==> src/rtl/fpu.sv <==
// ============================================================================
// fpu -- free-running multi-cycle floating-point adder
//
// Number format (32 bits): {sign[31], exp[30:25], frac[24:0]}
//   value = (-1)^sign * 1.frac * 2^(exp-31)
//   exp == 0  : zero (frac ignored, no denormals)
//   exp == 63 : saturated / overflow magnitude
//
// The block cycles through LOAD -> ALIGN -> ADD -> NORM -> ROUND, one state
// per clock. It samples the operands in LOAD and registers the sum and a
// one-hot status code in ROUND. The outputs hold their value between
// ROUND states.
//
// Ports:
//   clock      in   1  system clock, all state changes on the rising edge
//   reset      in   1  synchronous active-high reset; clears FSM and outputs
//   op_A_in    in  32  operand A
//   op_B_in    in  32  operand B
//   data_out   out 32  registered sum
//   status_out out  4  one-hot status: [0] EXACT [1] OVERFLOW
//                      [2] UNDERFLOW [3] INEXACT
//
// Build option:
//   FPU_ROUND_NEAREST_EN  defined   -> round to nearest, ties to even
//                         undefined -> truncate (round toward zero)
// ============================================================================
module fpu (
    input  logic        clock,
    input  logic        reset,
    input  logic [31:0] op_A_in,
    input  logic [31:0] op_B_in,
    output logic [31:0] data_out,
    output logic [3:0]  status_out
);

    typedef enum logic [2:0] {
        ST_LOAD,
        ST_ALIGN,
        ST_ADD,
        ST_NORM,
        ST_ROUND
    } state_t;

    localparam logic [3:0] STATUS_EXACT     = 4'b0001;
    localparam logic [3:0] STATUS_OVERFLOW  = 4'b0010;
    localparam logic [3:0] STATUS_UNDERFLOW = 4'b0100;
    localparam logic [3:0] STATUS_INEXACT   = 4'b1000;

    // Extended mantissa layout used from ALIGN onward (29 bits):
    //   [28] hidden bit, [27:3] fraction, [2] guard, [1] round, [0] sticky

    state_t state;

    // LOAD stage registers: unpacked operands with hidden bit inserted
    logic        sign_a_q, sign_b_q;
    logic [5:0]  exp_a_q, exp_b_q;
    logic [25:0] mant_a_q, mant_b_q;

    // ALIGN stage registers: larger operand first, smaller one shifted
    logic        sign_l_q;
    logic        eff_sub_q;
    logic [5:0]  exp_l_q;
    logic [28:0] mant_l_q;
    logic [28:0] mant_s_q;

    // ADD stage registers: raw sum with carry-out bit at [29]
    logic        sign_r_q;
    logic [5:0]  exp_r_q;
    logic [29:0] sum_q;

    // NORM stage registers: exponent is signed so it can go below zero
    logic               sign_n_q;
    logic               zero_n_q;
    logic signed [7:0]  exp_n_q;
    logic [28:0]        norm_q;

    // ------------------------------------------------------------------------
    // Leading-zero count over the 29-bit extended mantissa (29 when all zero)
    // ------------------------------------------------------------------------
    function automatic logic [4:0] lzc29(input logic [28:0] v);
        logic [4:0] count;
        count = 5'd29;
        // Ascending scan: the last set bit found is the most significant one.
        for (int i = 0; i < 29; i++) begin
            if (v[i]) count = 5'(28 - i);
        end
        return count;
    endfunction

    // ------------------------------------------------------------------------
    // LOAD: unpack, hidden bit is 0 for a zero exponent (fraction ignored)
    // ------------------------------------------------------------------------
    logic [25:0] mant_a_d, mant_b_d;

    always_comb begin
        // NOTE: every combinational output gets a default first so no path
        // through the block leaves it unassigned and infers a latch.
        mant_a_d = 26'h0;
        mant_b_d = 26'h0;
        if (op_A_in[30:25] != 6'd0) mant_a_d = {1'b1, op_A_in[24:0]};
        if (op_B_in[30:25] != 6'd0) mant_b_d = {1'b1, op_B_in[24:0]};
    end

    // ------------------------------------------------------------------------
    // ALIGN: order by magnitude, barrel-shift the smaller mantissa right
    // ------------------------------------------------------------------------
    logic        a_ge_b;
    logic        sign_big;
    logic [5:0]  exp_big, exp_small;
    logic [25:0] mant_big, mant_small;
    logic [5:0]  exp_diff;
    logic [55:0] shift_wide;
    logic [28:0] aligned_small;

    always_comb begin
        a_ge_b     = {exp_a_q, mant_a_q} >= {exp_b_q, mant_b_q};
        sign_big   = a_ge_b ? sign_a_q : sign_b_q;
        exp_big    = a_ge_b ? exp_a_q  : exp_b_q;
        exp_small  = a_ge_b ? exp_b_q  : exp_a_q;
        mant_big   = a_ge_b ? mant_a_q : mant_b_q;
        mant_small = a_ge_b ? mant_b_q : mant_a_q;
        exp_diff   = exp_big - exp_small;

        // Upper 28 bits keep mantissa plus guard/round; the lower 28 bits
        // catch everything shifted past the round bit for the sticky OR.
        shift_wide = {mant_small, 2'b00, 28'h0} >> exp_diff;

        if (exp_diff > 6'd27) begin
            aligned_small = {28'h0, |mant_small};
        end else begin
            aligned_small = {shift_wide[55:28], |shift_wide[27:0]};
        end
    end

    // ------------------------------------------------------------------------
    // ADD: magnitude add or subtract; larger minus smaller never goes negative
    // ------------------------------------------------------------------------
    logic [29:0] sum_d;

    always_comb begin
        if (eff_sub_q) sum_d = {1'b0, mant_l_q} - {1'b0, mant_s_q};
        else           sum_d = {1'b0, mant_l_q} + {1'b0, mant_s_q};
    end

    // ------------------------------------------------------------------------
    // NORM: right shift on carry-out, otherwise left shift by leading zeros
    // ------------------------------------------------------------------------
    logic [4:0]         lz;
    logic [28:0]        norm_d;
    logic signed [7:0]  exp_norm_d;
    logic               zero_d;

    always_comb begin
        lz         = lzc29(sum_q[28:0]);
        zero_d     = (sum_q == 30'h0);
        norm_d     = sum_q[28:0] << lz;
        exp_norm_d = $signed({2'b00, exp_r_q}) - $signed({3'b000, lz});
        if (sum_q[29]) begin
            // Bit shifted out of the bottom folds into sticky.
            norm_d     = {sum_q[29:2], sum_q[1] | sum_q[0]};
            exp_norm_d = $signed({2'b00, exp_r_q}) + 8'sd1;
        end
    end

    // ------------------------------------------------------------------------
    // ROUND: round, renormalize on carry, classify the result
    // ------------------------------------------------------------------------
    logic               inexact;
    logic               round_up;
    logic [26:0]        rounded;
    logic [24:0]        frac_f;
    logic signed [7:0]  exp_f;
    logic [31:0]        result_d;
    logic [3:0]         status_d;

    always_comb begin
        inexact = |norm_q[2:0];
`ifdef FPU_ROUND_NEAREST_EN
        // Round up above the halfway point, or on a tie when the LSB is odd.
        round_up = norm_q[2] & (norm_q[1] | norm_q[0] | norm_q[3]);
`else
        round_up = 1'b0;
`endif
        rounded = {1'b0, norm_q[28:3]} + {26'h0, round_up};

        if (rounded[26]) begin
            frac_f = rounded[25:1];
            exp_f  = exp_n_q + 8'sd1;
        end else begin
            frac_f = rounded[24:0];
            exp_f  = exp_n_q;
        end

        if (zero_n_q) begin
            result_d = 32'h0;
            status_d = STATUS_EXACT;
        end else if (exp_f >= 8'sd63) begin
            result_d = {sign_n_q, 6'h3F, 25'h0};
            status_d = STATUS_OVERFLOW;
        end else if (exp_f <= 8'sd0) begin
            result_d = {sign_n_q, 31'h0};
            status_d = STATUS_UNDERFLOW;
        end else begin
            result_d = {sign_n_q, exp_f[5:0], frac_f};
            status_d = inexact ? STATUS_INEXACT : STATUS_EXACT;
        end
    end

    // ------------------------------------------------------------------------
    // Sequencer and pipeline registers
    // ------------------------------------------------------------------------
    // NOTE: all sequential state uses non-blocking assignments so every
    // register samples the pre-edge values of the others.
    always_ff @(posedge clock) begin
        if (reset) begin
            // NOTE: the datapath registers are cleared along with the FSM so
            // an aborted computation leaves no stale operands behind.
            state      <= ST_LOAD;
            data_out   <= 32'h0;
            status_out <= 4'h0;
            sign_a_q   <= 1'b0;
            sign_b_q   <= 1'b0;
            exp_a_q    <= 6'h0;
            exp_b_q    <= 6'h0;
            mant_a_q   <= 26'h0;
            mant_b_q   <= 26'h0;
            sign_l_q   <= 1'b0;
            eff_sub_q  <= 1'b0;
            exp_l_q    <= 6'h0;
            mant_l_q   <= 29'h0;
            mant_s_q   <= 29'h0;
            sign_r_q   <= 1'b0;
            exp_r_q    <= 6'h0;
            sum_q      <= 30'h0;
            sign_n_q   <= 1'b0;
            zero_n_q   <= 1'b0;
            exp_n_q    <= 8'sd0;
            norm_q     <= 29'h0;
        end else begin
            case (state)
                ST_LOAD: begin
                    sign_a_q <= op_A_in[31];
                    sign_b_q <= op_B_in[31];
                    exp_a_q  <= op_A_in[30:25];
                    exp_b_q  <= op_B_in[30:25];
                    mant_a_q <= mant_a_d;
                    mant_b_q <= mant_b_d;
                    state    <= ST_ALIGN;
                end
                ST_ALIGN: begin
                    sign_l_q  <= sign_big;
                    eff_sub_q <= sign_a_q ^ sign_b_q;
                    exp_l_q   <= exp_big;
                    mant_l_q  <= {mant_big, 3'b000};
                    mant_s_q  <= aligned_small;
                    state     <= ST_ADD;
                end
                ST_ADD: begin
                    sign_r_q <= sign_l_q;
                    exp_r_q  <= exp_l_q;
                    sum_q    <= sum_d;
                    state    <= ST_NORM;
                end
                ST_NORM: begin
                    // Exact cancellation always yields +0.
                    sign_n_q <= zero_d ? 1'b0 : sign_r_q;
                    zero_n_q <= zero_d;
                    exp_n_q  <= exp_norm_d;
                    norm_q   <= norm_d;
                    state    <= ST_ROUND;
                end
                ST_ROUND: begin
                    data_out   <= result_d;
                    status_out <= status_d;
                    state      <= ST_LOAD;
                end
                default: state <= ST_LOAD;
            endcase
        end
    end

endmodule

==> config.mk <==
export PLATFORM = sky130hd
export DESIGN_NAME = fpu
export DESIGN_NICKNAME = d
export VERILOG_FILES = /design/src/rtl/fpu.sv
export SDC_FILE = /design/constraint.sdc
export NUM_CORES = 1
export LEC_CHECK = 0
export CAP_MARGIN = 20
export CORE_UTILIZATION = 55
export CTS_BUF_LIST = sky130_fd_sc_hd__clkbuf_8
export DETAILED_ROUTE_END_ITERATION = 16
export GPL_TIMING_DRIVEN = 1
export PLACE_DENSITY = 0.77
export SYNTH_ARGS = -nofsm -noshare
export SYNTH_HDL_FRONTEND = slang
export SYNTH_SLANG_ARGS = --single-unit
==> constraint.sdc <==
create_clock -name clock -period 7.1 [get_ports clock]
set_input_delay 1.42 -clock clock [delete_from_list [all_inputs] [get_ports clock]]
set_output_delay 1.42 -clock clock [all_outputs]
set_load 0.01 [all_outputs]
# Word level (Yosys, flattened, before mapping)
# Index checks and enable logic that the tools add are counted.
[word_totals]
output_inout_bits = 36
in_bits = 66
reg_bits = 243
[op_classes]
n_eq_ne = 4
n_shift = 2
n_mux = 49
reduce_logical = 7
addsub = 5
bitwise_logic = 2
order_cmp = 4
[op_table]
columns = ["operator", "count"]
rows = [
  ["2-to-1 mux 5 bit", 28],
  ["2-to-1 mux 26 bit", 4],
  ["2-to-1 mux 31 bit", 2],
  [">> shifter 56 x 6 -> 56 bit", 1],
  [">= comparator 32 bit", 1],
  ["2-to-1 mux 32 bit", 1],
  ["adder 29 x 29 -> 30 bit", 1],
  ["logical NOT 30 bit", 1],
  ["2-to-1 mux 30 bit", 1],
  ["subtractor 29 x 29 -> 30 bit", 1],
  ["2-to-1 mux 29 bit", 1],
  ["left shift 29 x 5 -> 28 bit", 1],
  ["2-to-1 mux 28 bit", 1],
  ["OR reduction 28 bit", 1],
  ["OR reduction 26 bit", 1],
  ["2-to-1 mux 4 bit", 4],
  ["2-to-1 mux 6 bit", 2],
  ["one-hot mux 3 bit (4 select lines)", 1],
  ["nonzero test 6 bit", 2],
  [">= comparator 8 x 7 -> 1 bit, second input constant", 1],
  ["<= comparator 8 x 1 -> 1 bit, second input constant", 1],
  ["2-to-1 mux 8 bit", 1],
  ["adder 6 x 1 -> 7 bit, second input constant", 1],
  ["subtractor 6 x 5 -> 7 bit", 1],
  ["10 further kinds", 13],
]

# Longest topological paths before layout
# Gate-level depths: netlist of run 1.
[depth]
ltp_word = 31
depth_mapped = 23
ltp_nobuf = 20

# Worst setup path after synthesis of run 1
# Ideal clock, no wire load.
[synth_path]
path_type = "reg-to-reg"
start = "register exp_b_q[3]"
end = "register mant_s_q[0]"
n_path_buf = 3
stages_incl_launch_ff = 20
t_arrival_ps = 5107
setup_ps = 129
setup_slack_ps = 1863
period_less_slack_ps = 5237
path_cell_list = "dfxtp_1 inv_1 ha_1 a21o_1 a21o_1 a221o_1 a31oi_2 o21a_1 mux2i_1 ha_1 clkbuf_1 clkbuf_1 clkbuf_1 mux4_2 mux4_2 mux2i_1 nand2_1 o41ai_2 a31o_1 a31oi_1"
[synth_between]
elab_chain_cells = 6
elab_cells_between_ends = 10
[synth_lines]
columns = ["element", "line_no", "text"]
rows = [
  ["start: declaration", "56", "logic [5:0] exp_a_q, exp_b_q;"],
  ["start signal: assignment", "245", "exp_b_q <= op_B_in[30:25];"],
  [">= comparator 32 bit", "116", "a_ge_b = {exp_a_q, mant_a_q} >= {exp_b_q, mant_b_q};"],
  ["2-to-1 mux 6 bit, on equally long branches", "118, 119", ""],
  ["subtractor 6 bit", "122", "exp_diff = exp_big - exp_small;"],
  [">> shifter 56 x 6 -> 56 bit", "126", "shift_wide = {mant_small, 2'b00, 28'h0} >> exp_diff;"],
  ["OR reduction 28 bit", "131", "aligned_small = {shift_wide[55:28], |shift_wide[27:0]};"],
  ["2-to-1 mux 29 bit *", "128", "if (exp_diff > 6'd27) begin"],
  ["end signal: assignment", "255", "mant_s_q <= aligned_small;"],
  ["end: declaration", "64", "logic [28:0] mant_s_q;"],
]
# Every way passes the cells marked *; elsewhere a longest branch is shown, timed or not.
# A chain may end at the register's enable or synchronous reset.

# Worst setup path after layout of run 1
# Same ends and word-level chain as after synthesis.

==> metrics.yaml, run 1 <==
floorplan:
  die_y_um: 177
  start_util_pct: 56.4
  die_w_um: 177
  die_area_um2: 31300
  io-pin-count: 102
  core_um2: 29900
  fp-row-count: 63
yosys:
  synth_adder_area_share_pct: 7.07
  yosysSeqAreaShare_pct: 28.9
  ys.flop_type: "dfxtp_1"
  yosys.area_share.xor_xnor_pct: 1.95
  synth.area.mux_share_pct: 13.1
  synth_area_per_cell_um2: 7.86
  synth-simple-area-share_pct: 19.0
  syn_inst: 2143
  synth_area_um2: 16800
  synth_compound_area_share_pct: 23.7
  async_reset_ff_share_pct: 0
  ys_seq_elements: 243
  synth-edff-count: 0
  yosysWarningCount: 0
  ys_types: 81
  synth_top_family_by_area: "compound AO/OA/AOI/OAI gates"
  synth_fp_nets: 2303
route:
  post_drt_wl_per_cell_um: 19.9
  drtPass1Iterations: 6
  final_antenna_net_count: 0
  vias: 16361
  drt_iter0_markers: 1489
  routed_wl_mm: 51.1
  drc: 0
  avgViaCountPerCell: 6.37
pwr:
  power.density_nw_per_um2: 287
  power.switching_uw: 2260
  seqPwrFrac_pct: 29.3
  ir_worst_vdd_mv: 0.228
  combPwrFrac_pct: 45.0
  clkPwrFrac_pct: 25.8
  p_int_uw: 3150
  leakage_uw: 0.00732
  swShare_pct: 41.7
sta:
  max_freq_mhz: 186
  setup_violations: 0
  hold_viol_final: 0
  post-route-period-util_pct: 75.7
  post-route-min-period_ns: 5.37
  tns_ns: 0
  max_slew.worst_pin.slew_ns: 1.14
  slew_headroom_pct: 23.7
  rsz0062_at_grt: "false"
  skew_ns: 0.0333
  final-max-slew-violation-count: 0
critical_path:
  cp-start-kind: "flip-flop"
  crit_type: "reg -> reg"
  worstSetupEndpointType: "flip-flop"
  critPathMaxFanout: 32
  critical_path_arrival_ns: 5.81
  required_ns: 7.54
final_layout:
  area_delta_synth_final_pct: 11.8
  utilization_pct: 63.1
  drive_gt1_share_pct: 7.80
  nets: 2307
  antenna_cells: 0
global_route:
  grt_pass1_vias: 15240
  grt_pass1_wl_mm: 81.8
  grt_util_all_layers_pct: 32.7
  antenna_found_initial: 0
  grt_overflow: 0
  grt_max_degree: 91
clock_network:
  cts_buffer_depth: 3
  cts-root-buf: "clkbuf_8"
  clk_pin_slew_worst_paths_ns: 0.07
  cts_hold_buf: 0
  cts-resized-gates: 0
  cts_num_sinks: 243
  cts_setup_buffers: 0
  cts_tree: "yes"
  cts_inserted_buffers: 43
  htreeDepth: 2
  clkLatencyLatePin_ns: 0.59
placed_design:
  portBuffers: 101
  hpwlAfterDp_mm: 37.5
  routabilityCongestion: 0.990
flow_run:
  cap_viol_max_count: 0
hold_path:
  worstHoldPathType: "reg -> reg"
status:
  outcome: "completed"
-- worst paths after layout --
path	from	endpoint	slack, ns	cells past startpoint
hold / removal	exp_l_q[5]	exp_r_q[5]	0.45	2
setup / recovery	exp_b_q[3]	mant_s_q[0]	1.73	18
setup reg to reg	exp_b_q[3]	mant_s_q[0]	1.73	18
hold reg to reg	exp_l_q[5]	exp_r_q[5]	0.45	2
-- registers in the layout (all words and copies together), names as in the netlist, 3 cells and up --
name,count
data_out,32
exp_a_q,6
exp_b_q,6
exp_l_q,6
exp_n_q,8
exp_r_q,6
mant_a_q,26
mant_b_q,26
mant_l_q,26
mant_s_q,29
norm_q,28
state,3
status_out,4
sum_q,30
-- logic make-up (layout without fill, tap and decap cells) --
family | after synthesis | after routing
buffers and inverters | 274 | 311
adder cells (fa/ha/maj) | 94 | 94
AND/OR/NAND/NOR | 699 | 699
XOR/XNOR | 35 | 35
flip-flops | 243 | 243
multiplexers | 183 | 183
AO/OA/AOI/OAI | 615 | 615
-- power by group through the flow --
stage | clock (µW) | sequential, µW | combinational [µW]
final | 1390 | 1580 | 2430
after CTS | 1410 | 1580 | 2380
after floorplan | 0 | 1550 | 1820
after global placement | 0 | 1600 | 2360
after global routing | 1480 | 1590 | 2630
after detailed placement | 0 | 1610 | 2370
-- per-layer routing --
metal  up-vias  GRT usage (%)  wire length (µm)  part of all wire, %
li1       7784              -                 -                    -
met1      7832           45.9             23400                   46
met2       632           50.9             22600                   44
met3       113           4.98              3620                  7.1
met4         0           11.0              1450                  2.8
met5         -              0                 0                    0
-- cell type report --
type,count,area (µm²)
timing repair buffer,125,1200
multi-input combinational,1626,11000
sequential,243,4860
inverter,108,405
fill,2619,11000
tap,390,488
clock buffer,53,729
clock inverter,25,193
-- cells in the final DEF, fill, tap and decap left out, types with 19 or more instances in the layout --
cell | netlist | routed
a211oi_1 | 64 | 64
mux4_2 | 28 | 28
nand3_1 | 80 | 80
mux2i_1 | 139 | 139
nand2b_1 | 21 | 21
nand2_1 | 197 | 197
o21ai_0 | 94 | 94
nor3_1 | 56 | 55
a31oi_1 | 21 | 21
o211ai_1 | 19 | 19
inv_1 | 105 | 114
a21oi_1 | 212 | 212
clkdlybuf4s50_1 | 0 | 100
xnor2_1 | 25 | 25
a22oi_1 | 52 | 52
nor4_1 | 24 | 24
a221oi_1 | 22 | 22
dfxtp_1 | 243 | 243
buf_4 | 3 | 23
ha_1 | 92 | 90
clkbuf_8 | 0 | 53
nor2_1 | 224 | 224
-- Yosys cell counts, types with 16 or more instances --
cell type | count | share of area, %
buf_1 | 21 | 0.47
mux4_2 | 28 | 3.7
xnor2_1 | 25 | 1.3
mux2_2 | 16 | 1.1
a211oi_1 | 64 | 2.9
o211ai_1 | 19 | 0.85
nor4_1 | 24 | 0.89
nand2_1 | 197 | 4.4
a21oi_1 | 212 | 6.3
clkbuf_1 | 131 | 2.9
o21ai_0 | 94 | 2.8
a221oi_1 | 22 | 1.1
inv_1 | 105 | 2.3
nor3_1 | 56 | 1.7
a31oi_1 | 21 | 0.78
dfxtp_1 | 243 | 29
nor2b_1 | 16 | 0.59
nand2b_1 | 21 | 0.78
nor2_1 | 224 | 5.0
a22oi_1 | 52 | 2.3
mux2i_1 | 139 | 8.3
nand3_1 | 80 | 2.4
ha_1 | 92 | 6.8
-- worst max-delay path, cell delays in order, from the launching register on --
cell and delay (ns):
dfxtp_1 0.38, inv_1 0.07, ha_1 0.40, a21o_1 0.22, a21o_1 0.17, a221o_1 0.31
a31oi_2 0.25, o21a_2 0.20, mux2i_1 0.35, ha_2 0.37, buf_12 0.27, mux4_2 0.59
mux4_2 0.55, mux2i_1 0.16, mux2i_1 0.11, or3_1 0.37, nor4_1 0.19, a31o_1 0.18
a31oi_1 0.06
-- through the flow --
step | total power [µW] | hold slack, ns | instance area, µm² | setup WS [ns] | instances
floorplan | 3370 | 0.429 | 16800 | 1.86 | 2143
global placement | 3960 | 0.433 | 17900 | 1.56 | 2491
detailed placement | 3980 | 0.443 | 17900 | 1.41 | 2491
CTS | 5370 | 0.448 | 18800 | 1.36 | 2569
global route | 5700 | 0.460 | 18800 | 1.42 | 2570
finish | 5410 | 0.447 | 18800 | 1.73 | 2570
No activity file was read; power rests on OpenSTA's default activity.
==> run 2: changes to the inputs <==
clock period = 5.6 ns   (was 7.1 ns; I/O delays follow)
==> run 2 against run 1 <==
Register-to-register slack lost 1.3 ns. Maximum frequency grew 2.9%. Critical path depth shrank 2. Clock-buffer cell count shrank 3. Sequential share of layout area shrank 0.23 points. Setup slack lost 1.3 ns. Combinational power grew 30%. Cell area grew 0.89%. Hold slack gained 0.0074 ns. Sequential power grew 27%. Final cell count grew 0.74%. Non-clock buffer count grew 22. Critical path type unchanged. Critical endpoint unchanged. Largest cell class unchanged. Largest power group unchanged. Highest routed layer unchanged.
==> metrics.yaml, run 2 (synthesis gave the netlist of run 1 again) <==
placed_design:
  dp_cells: 2513
  hpwlAfterDp_mm: 38.0
  portBuffers: 101
  routabilityCongestion: 0.969
global_route:
  antenna_found_initial: 0
  grt_overflow: 0
  grt_pass1_wl_mm: 82.9
  grt_pass1_vias: 15402
  grt_max_degree: 80
  grt_util_all_layers_pct: 33.1
final_layout:
  drive_gt1_share_pct: 8.64
  nets: 2329
  utilization_pct: 63.6
  antenna_cells: 0
  final_common_cell: "dfxtp_1"
  final_cells: 2589
  mostFrequentLayoutCells: "243 x dfxtp_1, 224 x nor2_1, 212 x a21oi_1"
  regMostFlops: "data_out"
  area_delta_synth_final_pct: 12.8
  reg_top3: "data_out: 32 flops, sum_q: 30 flops, mant_s_q: 29 flops"
  largest_reg_flops: 32
status:
  outcome: "completed"
floorplan:
  core_um2: 29900
  die_w_um: 177
  io-pin-count: 102
  die_area_um2: 31300
  fp-row-count: 63
  start_util_pct: 56.4
  die_y_um: 177
sta:
  tns_ns: 0
  hold_viol_final: 0
  final-max-slew-violation-count: 0
  whs_ns: 0.455
  slew_headroom_pct: 31.1
  max_freq_mhz: 192
  post-route-period-util_pct: 93.2
  skew_ns: 0.0361
  rsz0062_at_grt: "false"
  max_slew.worst_pin.slew_ns: 1.03
  setup_violations: 0
  post-route-min-period_ns: 5.22
pwr:
  leakage_uw: 0.00743
  p_int_uw: 4040
  swShare_pct: 41.5
  clkPwrFrac_pct: 25.4
  power.switching_uw: 2870
  power.density_nw_per_um2: 363
  combPwrFrac_pct: 45.6
  power.total_uw: 6900
  ir_worst_vdd_mv: 0.227
  seqPwrFrac_pct: 29.0
critical_path:
  cp-startpoint: "exp_b_q[3]"
  reg2reg_to: "mant_s_q[0]"
  crit_type: "reg -> reg"
  critPathMaxFanout: 17
  crit_path_top_delay_cell: "mux4_2"
  slowest_delay_ns: 0.56
  worstRegToRegCells: 16
  cp-start-kind: "flip-flop"
  rrSetupSlack_ns: 0.38
  worstSetupEndpointType: "flip-flop"
  crit_path_end: "mant_s_q[0]"
  required_ns: 6.04
  critical_path_arrival_ns: 5.66
  r2r-start: "exp_b_q[3]"
  path_cells: "inv_1 > ha_1 > a21o_1 > a21o_1 > a221o_1 > a31oi_2 > o21a_2 > mux2i_2 > ha_4 > buf_4 > mux4_2 > mux4_2 > nor4_1 > a22oi_1 > o41ai_1 > a31oi_1"
clock_network:
  cts-resized-gates: 0
  cts_inserted_buffers: 43
  cts-root-buf: "clkbuf_8"
  clk_pin_slew_worst_paths_ns: 0.06
  clkLatencyLatePin_ns: 0.58
  cts_num_sinks: 243
  cts_hold_buf: 0
  cts_setup_buffers: 0
  cts_tree: "yes"
  htreeDepth: 2
  cts_buffer_depth: 3
route:
  met1_length_mm: 24.1
  drt_iter0_markers: 1523
  wl_met3_mm: 3.37
  routed_wl_mm: 51.7
  final_antenna_net_count: 0
  drtPass1Iterations: 6
  avgViaCountPerCell: 6.33
  drc: 0
  wl_met2_mm: 22.9
  topRoutingLayerUsed: "met4"
  post_drt_wl_per_cell_um: 20.0
  vias: 16394
hold_path:
  worstHoldPathType: "reg -> reg"
flow_run:
  cap_viol_max_count: 0
run 2: cell count changes in the layout (fill, tap and decap cells not counted):
cell / delta
ha_4: +1
clkinvlp_4: -1
clkbuf_8: -3
buf_4: +22
bufinv_16: +1
buf_12: -1
mux2i_2: +1
ha_2: -1
buf_16: +1
mux2i_1: -1
run 2: power by group through the flow:
stage | clock network [µW] | logic [µW] | registers, µW
floorplan | 0 | 2310 | 1960
global placement | 0 | 3050 | 2030
finish | 1750 | 3150 | 2000
CTS | 1770 | 3080 | 2000
global route | 1850 | 3390 | 2020
detailed placement | 0 | 3060 | 2030
run 2: through the flow:
step / setup slack (ns) / area (µm²)
floorplan: 0.363 / 16800
global placement: 0.361 / 18100
detailed placement: 0.227 / 18100
CTS: 0.169 / 19000
global route: 0.111 / 19000
finish: 0.379 / 19000
run 2: worst min-delay path by stage:
stage,from,endpoint,cells after the start
final,exp_l_q[3],exp_r_q[3],2
after global routing,exp_l_q[4],exp_r_q[4],2
after CTS,exp_l_q[5],exp_r_q[5],2
after detailed placement,sign_l_q,sign_r_q,2
after global placement,exp_l_q[4],exp_r_q[4],2
after floorplan,exp_l_q[4],exp_r_q[4],2
run 2: critical path: cells and delay by family, from the launching register on:
| kind | cells | cell delay [ns] |
|---|---|---|
| AND/OR/NAND/NOR | 1 | 0.35 |
| AO/OA/AOI/OAI | 8 | 1.77 |
| adder cells (fa/ha/maj) | 2 | 0.76 |
| multiplexers | 3 | 1.47 |
| buffers and inverters | 2 | 0.34 |
| flip-flops | 1 | 0.36 |
run 2: layout make-up:
class,instances,area (µm²)
tap,390,488
multi-input combinational,1626,11000
inverter,108,405
timing repair buffer,147,1380
clock inverter,25,215
clock buffer,50,688
fill,2608,10900
sequential,243,4860
run 2: per-layer routing:
metal / global-route usage [%] / vias to the layer above
met2: 51.4 / 618
met1: 47.5 / 7844
met3: 4.02 / 97
li1: - / 7835
met5: 0 / -
met4: 9.95 / 0
